[src/rtl/mips_pkg.sv]
// Shared MIPS core definitions: default datapath widths, register/word types, r0 index.
package mips_pkg;

  localparam int unsigned DEF_DATA_W = 32;
  localparam int unsigned DEF_ADDR_W = 5;

  typedef logic [DEF_ADDR_W-1:0] reg_idx_t;
  typedef logic [DEF_DATA_W-1:0] word_t;

  // Architectural zero register index.
  localparam int unsigned REG_ZERO = 0;

endpackage

[src/rtl/regfile_scoreboard.sv]
// Pending-write scoreboard for the GPR file.
// Ports:
//   clk, rst   clock, asynchronous active-high reset
//   rd_addr    packed read indices looked up for busy status
//   wr_hit     one bit per register: written this cycle (r0 already filtered out)
//   iss_en     mark iss_addr pending
//   iss_addr   issued destination index
//   rd_busy    pending bit per read port, masked by same-cycle write when BYPASS=1
module regfile_scoreboard
  import mips_pkg::*;
#(
  parameter int unsigned ADDR_W  = DEF_ADDR_W,
  parameter int unsigned NUM_RD  = 3,
  parameter bit          BYPASS  = 1'b1,
  parameter bit          ZERO_R0 = 1'b1
) (
  input  logic                     clk,
  input  logic                     rst,
  input  logic [NUM_RD*ADDR_W-1:0] rd_addr,
  input  logic [(1<<ADDR_W)-1:0]   wr_hit,
  input  logic                     iss_en,
  input  logic [ADDR_W-1:0]        iss_addr,
  output logic [NUM_RD-1:0]        rd_busy
);

  localparam int unsigned DEPTH = 1 << ADDR_W;

  logic [DEPTH-1:0] pending;
  logic [DEPTH-1:0] iss_set;

  // Issue decode; r0 never becomes pending when hardwired.
  always_comb begin
    iss_set = '0;
    if (iss_en && !(ZERO_R0 && (iss_addr == ADDR_W'(REG_ZERO))))
      iss_set[iss_addr] = 1'b1;
  end

  // Clear on write, then set on issue so the newer producer wins.
  always_ff @(posedge clk or posedge rst) begin
    if (rst) pending <= '0;
    else     pending <= (pending & ~wr_hit) | iss_set;
  end

  for (genvar i = 0; i < NUM_RD; i++) begin : g_busy
    logic [ADDR_W-1:0] ra;
    assign ra         = rd_addr[i*ADDR_W +: ADDR_W];
    assign rd_busy[i] = pending[ra] & ~(BYPASS & wr_hit[ra]);
  end

endmodule

[src/rtl/regfile_mp_sb.sv]
// Multi-port GPR file with same-cycle write->read bypass and pending-write scoreboard.
// Ports:
//   clk, rst     clock, asynchronous active-high reset
//   rd_addr      packed read indices (NUM_RD x ADDR_W)
//   rd_data      packed combinational read data (NUM_RD x DATA_W)
//   rd_busy      scoreboard pending bit per read port
//   wr_en        write enables (NUM_WR), higher port index has priority
//   wr_addr      packed write indices
//   wr_data      packed write data
//   iss_en       mark iss_addr pending
//   iss_addr     issued destination index
//   wr_conflict  sticky flag: two enabled writes hit one register in one cycle
module regfile_mp_sb
  import mips_pkg::*;
#(
  parameter int unsigned DATA_W  = DEF_DATA_W,
  parameter int unsigned ADDR_W  = DEF_ADDR_W,
  parameter int unsigned NUM_RD  = 3,
  parameter int unsigned NUM_WR  = 2,
  parameter bit          BYPASS  = 1'b1,
  parameter bit          ZERO_R0 = 1'b1
) (
  input  logic                     clk,
  input  logic                     rst,
  input  logic [NUM_RD*ADDR_W-1:0] rd_addr,
  output logic [NUM_RD*DATA_W-1:0] rd_data,
  output logic [NUM_RD-1:0]        rd_busy,
  input  logic [NUM_WR-1:0]        wr_en,
  input  logic [NUM_WR*ADDR_W-1:0] wr_addr,
  input  logic [NUM_WR*DATA_W-1:0] wr_data,
  input  logic                     iss_en,
  input  logic [ADDR_W-1:0]        iss_addr,
  output logic                     wr_conflict
);

  localparam int unsigned DEPTH = 1 << ADDR_W;

  logic [DATA_W-1:0] regs [DEPTH];
  logic [ADDR_W-1:0] wa   [NUM_WR];
  logic [DATA_W-1:0] wd   [NUM_WR];
  logic [NUM_WR-1:0] wr_ok;
  logic [DEPTH-1:0]  wr_hit;
  logic              conflict_c;

  // Effective write per port: enabled, not in reset, not a dropped r0 write.
  for (genvar p = 0; p < NUM_WR; p++) begin : g_wport
    assign wa[p]    = wr_addr[p*ADDR_W +: ADDR_W];
    assign wd[p]    = wr_data[p*DATA_W +: DATA_W];
    assign wr_ok[p] = wr_en[p] & ~rst & ~(ZERO_R0 & (wa[p] == ADDR_W'(REG_ZERO)));
  end

  // Registers touched this cycle, for scoreboard clear and busy masking.
  always_comb begin
    wr_hit = '0;
    for (int p = 0; p < NUM_WR; p++)
      if (wr_ok[p]) wr_hit[wa[p]] = 1'b1;
  end

  // Any pair of effective writes to the same index.
  always_comb begin
    conflict_c = 1'b0;
    for (int p = 0; p < NUM_WR; p++)
      for (int q = p + 1; q < NUM_WR; q++)
        if (wr_ok[p] && wr_ok[q] && (wa[p] == wa[q])) conflict_c = 1'b1;
  end

  // Storage; later ports overwrite earlier ones, giving higher index priority.
  always_ff @(posedge clk or posedge rst) begin
    if (rst) begin
      for (int r = 0; r < DEPTH; r++) regs[r] <= '0;
    end else begin
      for (int p = 0; p < NUM_WR; p++)
        if (wr_ok[p]) regs[wa[p]] <= wd[p];
    end
  end

  // Read ports with optional bypass using the same port priority as the write.
  for (genvar i = 0; i < NUM_RD; i++) begin : g_rport
    logic [ADDR_W-1:0] ra;
    logic [DATA_W-1:0] d;
    assign ra = rd_addr[i*ADDR_W +: ADDR_W];
    always_comb begin
      d = regs[ra];
      if (BYPASS)
        for (int p = 0; p < NUM_WR; p++)
          if (wr_ok[p] && (wa[p] == ra)) d = wd[p];
    end
    assign rd_data[i*DATA_W +: DATA_W] = d;
  end

  // Sticky conflict flag, cleared only by reset.
  always_ff @(posedge clk or posedge rst) begin
    if (rst)             wr_conflict <= 1'b0;
    else if (conflict_c) wr_conflict <= 1'b1;
  end

  regfile_scoreboard #(
    .ADDR_W  (ADDR_W),
    .NUM_RD  (NUM_RD),
    .BYPASS  (BYPASS),
    .ZERO_R0 (ZERO_R0)
  ) u_sb (
    .clk      (clk),
    .rst      (rst),
    .rd_addr  (rd_addr),
    .wr_hit   (wr_hit),
    .iss_en   (iss_en),
    .iss_addr (iss_addr),
    .rd_busy  (rd_busy)
  );

endmodule
[config.mk]
export PLATFORM = sky130hd
export DESIGN_NAME = regfile_mp_sb
export DESIGN_NICKNAME = d
export VERILOG_FILES = /design/src/rtl/mips_pkg.sv /design/src/rtl/regfile_scoreboard.sv /design/src/rtl/regfile_mp_sb.sv
export SDC_FILE = /design/constraint.sdc
export NUM_CORES = 2
export LEC_CHECK = 0
export CAP_MARGIN = 5
export CORE_MARGIN = 5
export CORE_UTILIZATION = 35
export DETAILED_ROUTE_END_ITERATION = 16
export SYNTH_ARGS = -nofsm -noshare
export SYNTH_HDL_FRONTEND = slang
export SYNTH_SLANG_ARGS = --single-unit
[constraint.sdc]
create_clock -name clk -period 77.3 [get_ports clk]
set_input_delay 23.19 -clock clk [delete_from_list [all_inputs] [get_ports clk]]
set_output_delay 23.19 -clock clk [all_outputs]
set_load 0.01 [all_outputs]
---- Word-level counts from Yosys, hierarchy flattened ----
Cells that the tools add are included.
cells by class
  bitwise operators ....................... 22
  equal/unequal tests ..................... 7
  reduce and logical (&&, ||, !) cells .... 18
  muxes and demuxes ....................... 45
  magnitude comparators ................... 16
operator list
  cell                                                                    number
  1024-bit bitwise mux                                                    2
  1024-bit 2-to-1 mux                                                     2
  32-bit 2-to-1 mux                                                       17
  32-bit binary-select mux with 5-bit select                              3
  32-bit demux with 5-bit select                                          2
  32-bit bitwise OR                                                       2
  5-bit by 6-bit < comparator with 1-bit output (second input constant)   6
  5-bit equality test                                                     7
  32-bit AND                                                              1
  32-bit inverter                                                         1
  1-bit binary-select mux with 5-bit select                               6
  6-bit >= comparator (second input constant)                             5
  5-bit inverter with 6-bit output                                        5
  1-bit demux with 5-bit select                                           3
  5-bit by 1-bit >= comparator with 1-bit output (second input constant)  3
  5-bit zero test                                                         3
  1-bit logical AND                                                       14
  6-bit by 1-bit < comparator with 1-bit output (second input constant)   2
  1-bit 2-to-1 mux                                                        10
  1-bit AND                                                               7
  1-bit inverter                                                          6
  1-bit zero test                                                         1
storage, ports and cells
  flip-flop bits (word level) ............. 1057

---- Logic depth before layout (Yosys ltp) ----
  word-level depth ........................ 11
  mapped depth ............................ 10
  depth with buffers taken out ............ 6

---- Modules after synthesis ----
From an unflattened synthesis, not the netlist that was laid out.
unflattened totals
  cells, all modules ...................... 8408
  area, all modules ....................... 78053.6 um2
by module, submodules not included
  module              area each (um2)  seq. area each (um2)  cells an instance  times used
  regfile_mp_sb       75904.0          25649.6               8239               1
  regfile_scoreboard  2149.6           800.8                 169                1

---- Worst setup path before layout ----
Ideal clock, no wire load.
  kind .................................... input to output
  from .................................... input port rst
  to ...................................... output port rd_data[74]
  required time ........................... 54110 ps
  arrival time ............................ 48882 ps
  stages on the path ...................... 7
  slack ................................... 5228 ps
  path buffers ............................ 2
  cell sequence ........................... buf_4 inv_1 o311a_1 nand4_2 o31a_1 buf_1 a221oi_1
on the way
  word-level cells in the longest chain between the ends .. 6
  elaborated cells between the ends (all ways) .. 9
RTL lines
  element                  line                 RTL
  start: declaration       regfile_mp_sb.sv:24  input logic rst,
  1-bit inverter (*)       regfile_mp_sb.sv:49  assign wr_ok[p] = wr_en[p] & ~rst & ~(ZERO_R0 & (wa[p] == ADDR_W'(REG_ZERO)));
  1-bit AND (2 in series)  regfile_mp_sb.sv:49
  1-bit logical AND        regfile_mp_sb.sv:86  if (wr_ok[p] && (wa[p] == ra)) d = wd[p];
  32-bit 2-to-1 mux        regfile_mp_sb.sv:86
  32-bit 2-to-1 mux (*)    regfile_mp_sb.sv:86
  end: declaration         regfile_mp_sb.sv:26  output logic [NUM_RD*DATA_W-1:0] rd_data,
Mark *: on every way between the ends. The rest lies on a longest branch, timed or not.

---- Final worst setup path ----
  from .................................... input port rst
  to ...................................... output port rd_data[0]
The elaborated chain is that of the path after synthesis.

==> flow_summary.yaml <==
critical_path:
  cpPeakStageDelay_ns: 0.86
  crit_path_cell_trace: "clkdlybuf4s50_1 -> inv_8 -> o311a_4 -> buf_12 -> and4_1 -> nor2b_4 -> buf_4 -> a21oi_1 -> clkdlybuf4s50_1"
  rr_endpoint: "regs[869]"
  cp_max_fo: 132
  crit_type: "in -> out"
  ff2ff_setup_slack_ns: 76.37
  arrival_ns: 29.08
  worst_ep_required_time_ns: 54.11
  crit_slowest_cell: "clkdlybuf4s50_1"
  worst_path_most_repeated_cell: "clkdlybuf4s50_1"
  worstSetupStartpointType: "primary input"
  end_kind: "output port"
  r2r-start: "regs[869]"
  worstRegToRegCells: 3
synthesis:
  synth.net_count: 7293
  ys_seq_area_share_pct: 35.1
  ys_types: 73
  yosys_warnings: 0
  synthCells: 7194
  syn_area_um2: 75400
  synth-seq-cells: 1057
  synth_ff_type: "dfrtp_1"
  synth_edf_count: 0
  synthArstFlopShare_pct: 100
  avgSynthCellArea_um2: 10.5
cts:
  cts.clk_slew.worst_paths_ns: 0.06
  cts_buffers: 116
  post_cts_buffers: 0
  ctsResizeCount: 0
  root_buffer: "clkbuf_16"
  htreeDepth: 3
  cts_buffer_depth: 3
  cts_tree: "built"
  insertion_delay_ns: 0.81
  clkSinkCount: 1057
  hold_buffers: 0
timing:
  maxSlewHeadroom_pct: 7.10
  fin_skew_ns: 0
  setup_violations: 0
  whs_ns: 0.418
  fmax_ghz: 0.0191
  maxSlewViolCount: 0
  finalHoldViolations: 0
  min_period_ns: 52.27
  grt_setup_unrepaired: "no"
  worst_pin_slew_ns: 1.39
  setup_tns_ns: 0
  period_share_pct: 67.6
floorplan:
  dieWidth_um: 474
  core_area_um2: 215000
  start_util_pct: 35.2
  rows: 170
  die_h_um: 474
  die_area_um2: 225000
  io_pins: 199
worst_hold_path:
  hold_depth: 0
  hp-class: "reg -> reg"
  min_to: "regs[1017]"
  min-delay-start: "regs[1017]"
detailed_routing:
  vias: 65958
  via_per_inst: 6.80
  drt_drc_violations_left: 0
  firstDrtPassIters: 7
  drt_iter0_drc: 11185
  route.final.wire_length_mm: 339
  routedWlPerCell_um: 34.9
  drtAntennaViolNets: 0
placed_design:
  place_congestion: 0.916
  portBuffers: 198
  dp_hpwl_mm: 187
pwr:
  p_leak_nw: 31.5
  ir_drop_mv: 0.0196
  power_density_nw_per_um2: 24.4
  power_w: 0.00203
global_route:
  grt_pass1_vias: 63380
  grtUsageTotal_pct: 29.6
  antenna_found_initial: 14
  grt.overflow.total: 0
  grt_max_degree: 180
  grt_first_pass_wirelength_mm: 479
status:
  status: "finished clean"
cells_and_area:
  drive_gt1_share_pct: 21.9
  area_growth_pct: 10.5
  final_util_pct: 38.8
  nNetsFinal: 6843
job:
  drv_cap: 0
cell usage after synthesis (all sizes together) (55+ instances only):
cell / n / share of area (%)
a21oi: 983 / 6.5
a22oi: 64 / 0.65
a32oi: 128 / 1.5
buf: 307 / 1.9
clkbuf: 645 / 3.2
dfrtp: 1057 / 35
mux2i: 405 / 5.4
mux4: 998 / 30
nand2: 561 / 2.8
nor2: 953 / 4.8
nor3: 55 / 0.36
o21ai: 654 / 4.3
o22ai: 88 / 0.74
cells by family after synthesis:
| group | after synthesis | synth area share, % |
|---|---|---|
| compound gates | 2029 | 15.0 |
| simple gates | 1658 | 8.90 |
| mux | 1406 | 35.2 |
| flops | 1057 | 35.1 |
| buf+inv | 1009 | 5.41 |
| xor+xnor | 35 | 0.406 |
layout by cell type (no fill, tap or decap), drive strengths merged, types with 128 or more instances in the layout:
cell type	count
dfrtp	1057
mux4	998
a21oi	983
nor2	953
o21ai	654
nand2	561
mux2i	405
buf	198
clkdlybuf4s50	186
clkbuf	172
a32oi	128
stage by stage:
step                      cells  setup slack [ns]  cell area (µm²)
after global placement     9463             25.49            79100
after CTS                  9683             25.42            83300
final                      9698             25.03            83300
after global routing       9688             24.87            83300
after floorplan            7194              5.23            75400
after detailed placement   9463             25.42            79100
flip-flops by register name, summed over array words and instances (netlist names):
name,flops
regs,1024
u_sb.pending,32
wr_conflict,1
power breakdown:
group	switching [W]	internal, W	leakage [nW]
Clock	0.000259	0.000360	2.05
Sequential	0.000133	0.000680	13.4
Combinational	0.000264	0.000339	16.0
final cells by class:
cell class                      count  area, µm²
Timing Repair Buffer              384       3500
Clock inverter                     48        642
Fill cell                       20529     131000
Sequential cell                  1057      26500
Tap cell                         2838       3550
Multi-Input combinational cell   5128      45400
Inverter                           57        239
Clock buffer                      172       3510
Antenna cell                       14       35.0
per-layer routing:
layer,vias up,track usage [%],wire [µm]
met5,-,0,94
met4,12,20.2,28800
met3,1392,12.3,50700
met2,5469,42.8,144000
met1,32907,35.9,115000
li1,26178,-,-
critical path: cells and delay by family:
family	cells	cell delay [ns]
AO/OA/AOI/OAI	2	1.27
buffers and inverters	5	3.45
AND/OR/NAND/NOR	2	1.05
worst max-delay path by stage:
| stage | from | endpoint | slack, ns | depth (start not counted) |
|---|---|---|---|---|
| after floorplan | rst | rd_data[74] | 5.23 | 7 |
| after global placement | rst | rd_data[1] | 25.49 | 9 |
| after detailed placement | rst | rd_data[0] | 25.42 | 9 |
| after CTS | rst | rd_data[0] | 25.42 | 9 |
| after global routing | rst | rd_data[0] | 24.87 | 9 |
| final | rst | rd_data[0] | 25.03 | 9 |
No activity file was read; power rests on OpenSTA's default activity.
